--- src/rtl/multicycle_control.sv ---
// Main control FSM for the multicycle MIPS datapath: sequences fetch/decode/execute/
// memory/writeback and drives datapath selects, enables and the 2-bit ALUOp.
module multicycle_control (
    input  logic       clk,
    input  logic       reset,
    input  logic [5:0] opcode,
    input  logic       zero,
    input  logic       mem_ready,
    output logic       PCWrite,
    output logic       PCWriteCond,
    output logic       IorD,
    output logic       MemRead,
    output logic       MemWrite,
    output logic       MemtoReg,
    output logic       IRWrite,
    output logic       ALUSrcA,
    output logic       RegWrite,
    output logic       RegDst,
    output logic [1:0] PCSource,
    output logic [1:0] ALUSrcB,
    output logic [1:0] ALUOp,
    output logic       pc_en,
    output logic       illegal_op,
    output logic [3:0] state
);

    typedef enum logic [3:0] {
        FETCH  = 4'd0,
        DECODE = 4'd1,
        MEMADR = 4'd2,
        MEMRD  = 4'd3,
        MEMWB  = 4'd4,
        MEMWR  = 4'd5,
        EXEC   = 4'd6,
        ALUWB  = 4'd7,
        BRANCH = 4'd8,
        JUMP   = 4'd9,
        ADDIEX = 4'd10,
        ADDIWB = 4'd11
    } state_t;

    localparam logic [5:0] OP_RTYPE = 6'b000000;
    localparam logic [5:0] OP_LW    = 6'b100011;
    localparam logic [5:0] OP_SW    = 6'b101011;
    localparam logic [5:0] OP_BEQ   = 6'b000100;
    localparam logic [5:0] OP_J     = 6'b000010;
    localparam logic [5:0] OP_ADDI  = 6'b001000;

    state_t     cur;
    logic [5:0] op_q;
    logic       illegal_q;

    always_ff @(posedge clk) begin
        if (reset) begin
            cur       <= FETCH;
            op_q      <= '0;
            illegal_q <= 1'b0;
        end else begin
            illegal_q <= 1'b0;
            case (cur)
                FETCH:  if (mem_ready) cur <= DECODE;
                DECODE: begin
                    op_q <= opcode;
                    case (opcode)
                        OP_LW, OP_SW: cur <= MEMADR;
                        OP_RTYPE:     cur <= EXEC;
                        OP_BEQ:       cur <= BRANCH;
                        OP_J:         cur <= JUMP;
                        OP_ADDI:      cur <= ADDIEX;
                        default: begin
                            cur       <= FETCH;
                            illegal_q <= 1'b1;
                        end
                    endcase
                end
                // Only lw or sw can reach MEMADR, so the held opcode picks the direction.
                MEMADR: cur <= (op_q == OP_SW) ? MEMWR : MEMRD;
                MEMRD:  if (mem_ready) cur <= MEMWB;
                MEMWR:  if (mem_ready) cur <= FETCH;
                EXEC:   cur <= ALUWB;
                ADDIEX: cur <= ADDIWB;
                default: cur <= FETCH;
            endcase
        end
    end

    // Outputs decode straight from the state so that reset can blank them in the same cycle.
    always_comb begin
        PCWrite     = 1'b0;
        PCWriteCond = 1'b0;
        IorD        = 1'b0;
        MemRead     = 1'b0;
        MemWrite    = 1'b0;
        MemtoReg    = 1'b0;
        IRWrite     = 1'b0;
        ALUSrcA     = 1'b0;
        RegWrite    = 1'b0;
        RegDst      = 1'b0;
        PCSource    = 2'b00;
        ALUSrcB     = 2'b00;
        ALUOp       = 2'b00;
        if (!reset) begin
            case (cur)
                FETCH: begin
                    MemRead = 1'b1;
                    ALUSrcB = 2'b01;
                    IRWrite = mem_ready;
                    PCWrite = mem_ready;
                end
                DECODE: ALUSrcB = 2'b11;
                MEMADR, ADDIEX: begin
                    ALUSrcA = 1'b1;
                    ALUSrcB = 2'b10;
                end
                MEMRD: begin
                    MemRead = 1'b1;
                    IorD    = 1'b1;
                end
                MEMWB: begin
                    RegWrite = 1'b1;
                    MemtoReg = 1'b1;
                end
                MEMWR: begin
                    MemWrite = 1'b1;
                    IorD     = 1'b1;
                end
                EXEC: begin
                    ALUSrcA = 1'b1;
                    ALUOp   = 2'b10;
                end
                ALUWB: begin
                    RegWrite = 1'b1;
                    RegDst   = 1'b1;
                end
                ADDIWB: RegWrite = 1'b1;
                BRANCH: begin
                    ALUSrcA     = 1'b1;
                    ALUOp       = 2'b01;
                    PCWriteCond = 1'b1;
                    PCSource    = 2'b01;
                end
                JUMP: begin
                    PCWrite  = 1'b1;
                    PCSource = 2'b10;
                end
                default: ;
            endcase
        end
    end

    assign pc_en      = PCWrite | (PCWriteCond & zero);
    assign illegal_op = illegal_q & ~reset;
    assign state      = cur;

endmodule

--- config.mk ---
export PLATFORM = sky130hd
export DESIGN_NAME = multicycle_control
export DESIGN_NICKNAME = d
export VERILOG_FILES = /design/src/rtl/multicycle_control.sv
export SDC_FILE = /design/constraint.sdc
export NUM_CORES = 1
export LEC_CHECK = 0
export CAP_MARGIN = 20
export CORE_MARGIN = 10
export CORE_UTILIZATION = 40
export CTS_BUF_LIST = sky130_fd_sc_hd__clkbuf_4
export DETAILED_ROUTE_END_ITERATION = 7
export PLACE_DENSITY = 0.78
export SETUP_SLACK_MARGIN = 0.4
export SLEW_MARGIN = 10
export SYNTH_ARGS = -nofsm -noshare
export SYNTH_HDL_FRONTEND = slang
export SYNTH_SLANG_ARGS = --single-unit
--- constraint.sdc ---
create_clock -name clk -period 1.9 [get_ports clk]
set_clock_uncertainty 0.2 [all_clocks]
set_input_delay 0.38 -clock clk [delete_from_list [all_inputs] [get_ports clk]]
set_output_delay 0.38 -clock clk [all_outputs]
set_load 0.005 [all_outputs]
==> results of run 1 <==
[stage by stage]
stage / area [um2] / TNS, ps / instances / setup WS [ps] / hold WS, ps
floorplan: 875 / 0 / 112 / 63.5 / 251
global placement: 1420 / -9520 / 196 / -613 / 272
detailed placement: 1420 / -10450 / 196 / -653 / 294
CTS: 1780 / -670 / 219 / -103 / 314
[what timing repair did]
item	in CTS
pin swaps	20
endpoints found under the setup margin	33
hold endpoints to repair	0
resized for setup	152
setup buffers	18
cloned	1
[cell usage after synthesis, types with 2 or more instances]
| library cell | instances | area share |
|---|---|---|
| or3_1 | 2 | 0.015 |
| a21oi_1 | 7 | 0.042 |
| nor2_1 | 16 | 0.071 |
| nor4_1 | 6 | 0.045 |
| nand4b_1 | 2 | 0.021 |
| mux2i_1 | 7 | 0.083 |
| buf_4 | 2 | 0.018 |
| and3_1 | 2 | 0.015 |
| nand2b_1 | 4 | 0.030 |
| dfxtp_1 | 11 | 0.26 |
| o21ai_1 | 2 | 0.012 |
| nor3_1 | 7 | 0.042 |
| xor2_1 | 3 | 0.031 |
| o21ai_0 | 4 | 0.024 |
| nor2b_1 | 2 | 0.015 |
| clkbuf_1 | 2 | 0.0089 |
| buf_2 | 6 | 0.036 |
| nand2_1 | 7 | 0.031 |
[kinds of logic after synthesis]
family | count (synthesis)
and+or+nand+nor | 54
AOI/OAI and AO/OA | 24
buffers and inverters | 13
DFF | 11
muxes | 7
xor gates and xnor gates | 3
==> impl_metrics.yaml, run 1 <==
logic_synthesis:
  async_flop_share: 0
  ys.flop_type: "dfxtp_1"
  synth_xor_area_frac: 0.0312
  synth.mux.area_fraction: 0.0832
  ys_warn_count: 0
  synth-adder-area-share: 0
  yosysSeqAreaShare: 0.262
  syn-mean-instance-area_um2: 7.52
  synth_cell_types: 38
  synth-edff-count: 0
  syn_nets: 122
  synth_simple_gate_area_frac: 0.346
  synthesis.area_um2: 842
  ys_seq_elements: 11
  synth_top_family_by_area: "simple AND/OR/NAND/NOR gates"
  syn_inst: 112
  synth_compound_gate_area_share: 0.193
floorplan:
  io_pins: 32
  initial_utilization: 0.425
  fp-row-count: 16
  fp.dieW_um: 65.9
  die_h_um: 65.9
status:
  stop_stage: "5_1_grt"
  status: "did not finish"
  error: "[ERROR DPL-0038] Utilization greater than 100%, impossible to legalize"
clock_network:
  numCtsBuffers: 3
  cts_hold_buf: 0
  h-tree-depth: 1
  cts_num_sinks: 11
  ctsLongestPathBuffers: 2
  clock-root-buffer: "clkbuf_4"
timing:
  grt_worst_setup_endpoint: "ALUOp[0]"
  worst_endpoint_kind: "output port"
placement:
  dpl.hpwl_um: 2380
  portBuffers: 31
  gp_congestion: 0.893
grt:
  grt_max_degree: 9
==> inputs of run 2 (changes only) <==
Settings changed: CORE_AREA set to 10 10 71 73, CORE_MARGIN 10 to not set, CORE_UTILIZATION 40 to not set, CTS_BUF_LIST sky130_fd_sc_hd__clkbuf_4 to not set, DIE_AREA set to 0 0 81 83, PLACE_DENSITY 0.78 to not set, PLACE_DENSITY_LB_ADDON set to 0.15, SETUP_SLACK_MARGIN 0.4 to not set.
Clock period 1.9 ns to 2.5 ns, I/O delays scaled along.
==> impl_metrics.yaml, run 2 <==
status:
  status: "finished clean"
critical_path:
  crit_fanout: 9
  worstSetupPathType: "reg -> out"
  end_kind: "output pin"
  worst_setup_path_start_kind: "flop"
  worstPathRequired_ps: 1800
  worstPathArrival_ps: 1670
floorplan:
  fp-row-count: 22
  io_pins: 32
  initial_utilization: 0.232
  core_um2: 3630
  fp.dieW_um: 81
  dieArea_um2: 6720
  die_h_um: 83
power_and_ir_drop:
  p_int_uw: 378
  sw_frac_of_total: 0.275
  power_density_nw_per_um2: 385
  ir_drop_mv: 0.189
  seqPwrFrac: 0.377
  power.leakage_nw: 0.546
  p_total_uw: 521
  p_sw_uw: 143
  p_clk_frac: 0.343
  p_comb_frac: 0.280
logic_synthesis:
  ys_seq_elements: 11
  ys.flop_type: "dfxtp_1"
  synth_simple_gate_area_frac: 0.346
  ys_warn_count: 0
  syn_nets: 122
  synthesis.area_um2: 842
  synth_compound_gate_area_share: 0.193
  synth_most_common_cell: "nor2_1"
  synth.mux.area_fraction: 0.0832
  yosysTopAreaCell: "dfxtp_1"
  synth_top_cell_area_share: 0.262
  synth-edff-count: 0
  synth_top_family_by_area: "simple AND/OR/NAND/NOR gates"
  synth_xor_area_frac: 0.0312
  syn-mean-instance-area_um2: 7.52
  yosysSeqAreaShare: 0.262
  ys_top_cells_by_count: "16 x nor2_1, 11 x dfxtp_1"
  synth-adder-area-share: 0
  async_flop_share: 0
  synth_area_leaders: "dfxtp_1 26%, mux2i_1 8.3%, nor2_1 7.1%"
  synth_cell_types: 38
  syn_inst: 112
clock_network:
  clk_pin_slew_ps: 50
  tritoncts: "yes"
  clock-root-buffer: "clkbuf_8"
  h-tree-depth: 1
  cts_setup_buffers: 0
  cts_num_sinks: 11
  numCtsBuffers: 3
  ctsLongestPathBuffers: 2
  clock_latency_ps: 240
  cts_hold_buf: 0
timing:
  post-route-period-util: 0.950
  fin_ws_ps: 125
  finalMaxSlewViolations: 0
  setup_viol: 0
  rsz0062_at_grt: "false"
  worst_pin_slew_ps: 416
  fmax_ghz: 0.421
  period_minus_slack_ps: 2370
  hold_viol_final: 0
  slew_headroom: 0.720
finish:
  layout_commonest_cell: "clkdlybuf4s50_1"
  layout-drive-gt1-share: 0.230
  fill_cells: 395
  syn_to_final_growth_pct: 60.8
  largest_reg_flops: 6
  mostFrequentLayoutCells: "21 x clkdlybuf4s50_1, 16 x buf_4, 15 x nor2_1"
  num-nets-final: 163
  num_antenna_cells: 0
  top_register: "op_q"
placement:
  gp_congestion: 0.782
  dpl.hpwl_um: 2220
  dpl_worst_slack_ps: -374
  portBuffers: 31
grt:
  grt_antenna_before_repair: 0
  grt_max_degree: 10
  grt_pass1_wl_um: 4410
  grt_usage: 0.0790
  grt_remaining_overflow: 0
  grt_pass1_vias: 956
job:
  maxCapViolations: 0
detailed_routing:
  postRouteAntennaNets: 0
  drt-wirelength-per-cell_um: 13.4
  vias: 940
  drt_iter0_drc: 56
  drc_errors: 0
  firstDrtPassIters: 4
  routed_wl_um: 2680
  vias_per_cell: 4.70
min_path:
  min_path_type: "reg -> reg"
==> run 2: cell counts after synthesis <==
Identical to the previous run, type by type.
==> run 2: power groups by stage <==
| stage | registers, mW | logic [mW] | clock network (mW) |
|---|---|---|---|
| 3_3_place_gp | 0.199 | 0.145 | 0 |
| 6_report | 0.196 | 0.146 | 0.179 |
| 2_1_floorplan | 0.194 | 0.0775 | 0 |
| 3_5_place_dp | 0.199 | 0.145 | 0 |
| 5_1_grt | 0.198 | 0.161 | 0.192 |
| 4_1_cts | 0.196 | 0.147 | 0.184 |
==> run 2: worst paths after layout <==
kind | start | endpoint | slack [ps] | cells past startpoint
max | state[2] | RegWrite | 130 | 5
min | op_q[4] | op_q[4] | 290 | 2
max reg2reg | state[2] | op_q[5] | 740 | 6
min reg2reg | op_q[4] | op_q[4] | 290 | 2
==> run 2: metrics by stage <==
step / util / instance area (um2) / std cells / hold WS [ps] / TNS [ps]
2_1_floorplan: - / 842 / 112 / 251 / 0
3_3_place_gp: 0.349 / 1270 / 196 / 275 / -3540
3_5_place_dp: 0.349 / 1270 / 196 / 282 / -4200
4_1_cts: 0.371 / 1350 / 200 / 294 / 0
5_1_grt: 0.373 / 1350 / 200 / 330 / 0
6_report: 0.373 / 1350 / 200 / 287 / 0
==> run 2: cell families (layout without fill, tap and decap cells) <==
logic type	after synthesis	after routing
and+or+nand+nor	54	54
AOI/OAI and AO/OA	24	24
buffers and inverters	13	53
DFF	11	11
muxes	7	7
xor gates and xnor gates	3	3
==> run 2: area by class of cell <==
type,count,area [um2],share of cell area
Tap cell,48,60.1,0.0444
Timing Repair Buffer,47,414,0.306
Sequential cell,11,224,0.165
Inverter,2,7.51,0.00555
Clock buffer,4,45.0,0.0333
Multi-Input combinational cell,88,603,0.445
==> run 2: critical path: stages (launching register included) <==
cell             delay, ps
dfxtp_2                340
buf_4                  170
nand2b_1               170
o32a_1                 180
nor2_1                  80
clkdlybuf4s50_1        510
==> run 2: metal layers <==
layer  global-route usage  wire, um
met5                    0         0
met4               0.0329        33
met3               0.0259       186
met2                0.128      1250
met1               0.0913      1210
==> run 2: what timing repair did <==
action / CTS / global route
pin swaps: 0 / 2
resized for setup: 20 / 6
endpoints found under the setup margin: 16 / 6
No activity file was read; power rests on OpenSTA's default activity.
==> inputs of run 3 (changes only) <==
Settings changed: GPL_ROUTABILITY_DRIVEN set to 0.
==> results of run 3 <==
Same layout as run 2: the final DEF is identical, and so are final timing and power.
==> inputs of run 4 (changes only) <==
Settings changed: SLEW_MARGIN 10 to not set.
==> results of run 4 <==
Same layout as run 2: the final DEF is identical, and so are final timing and power.
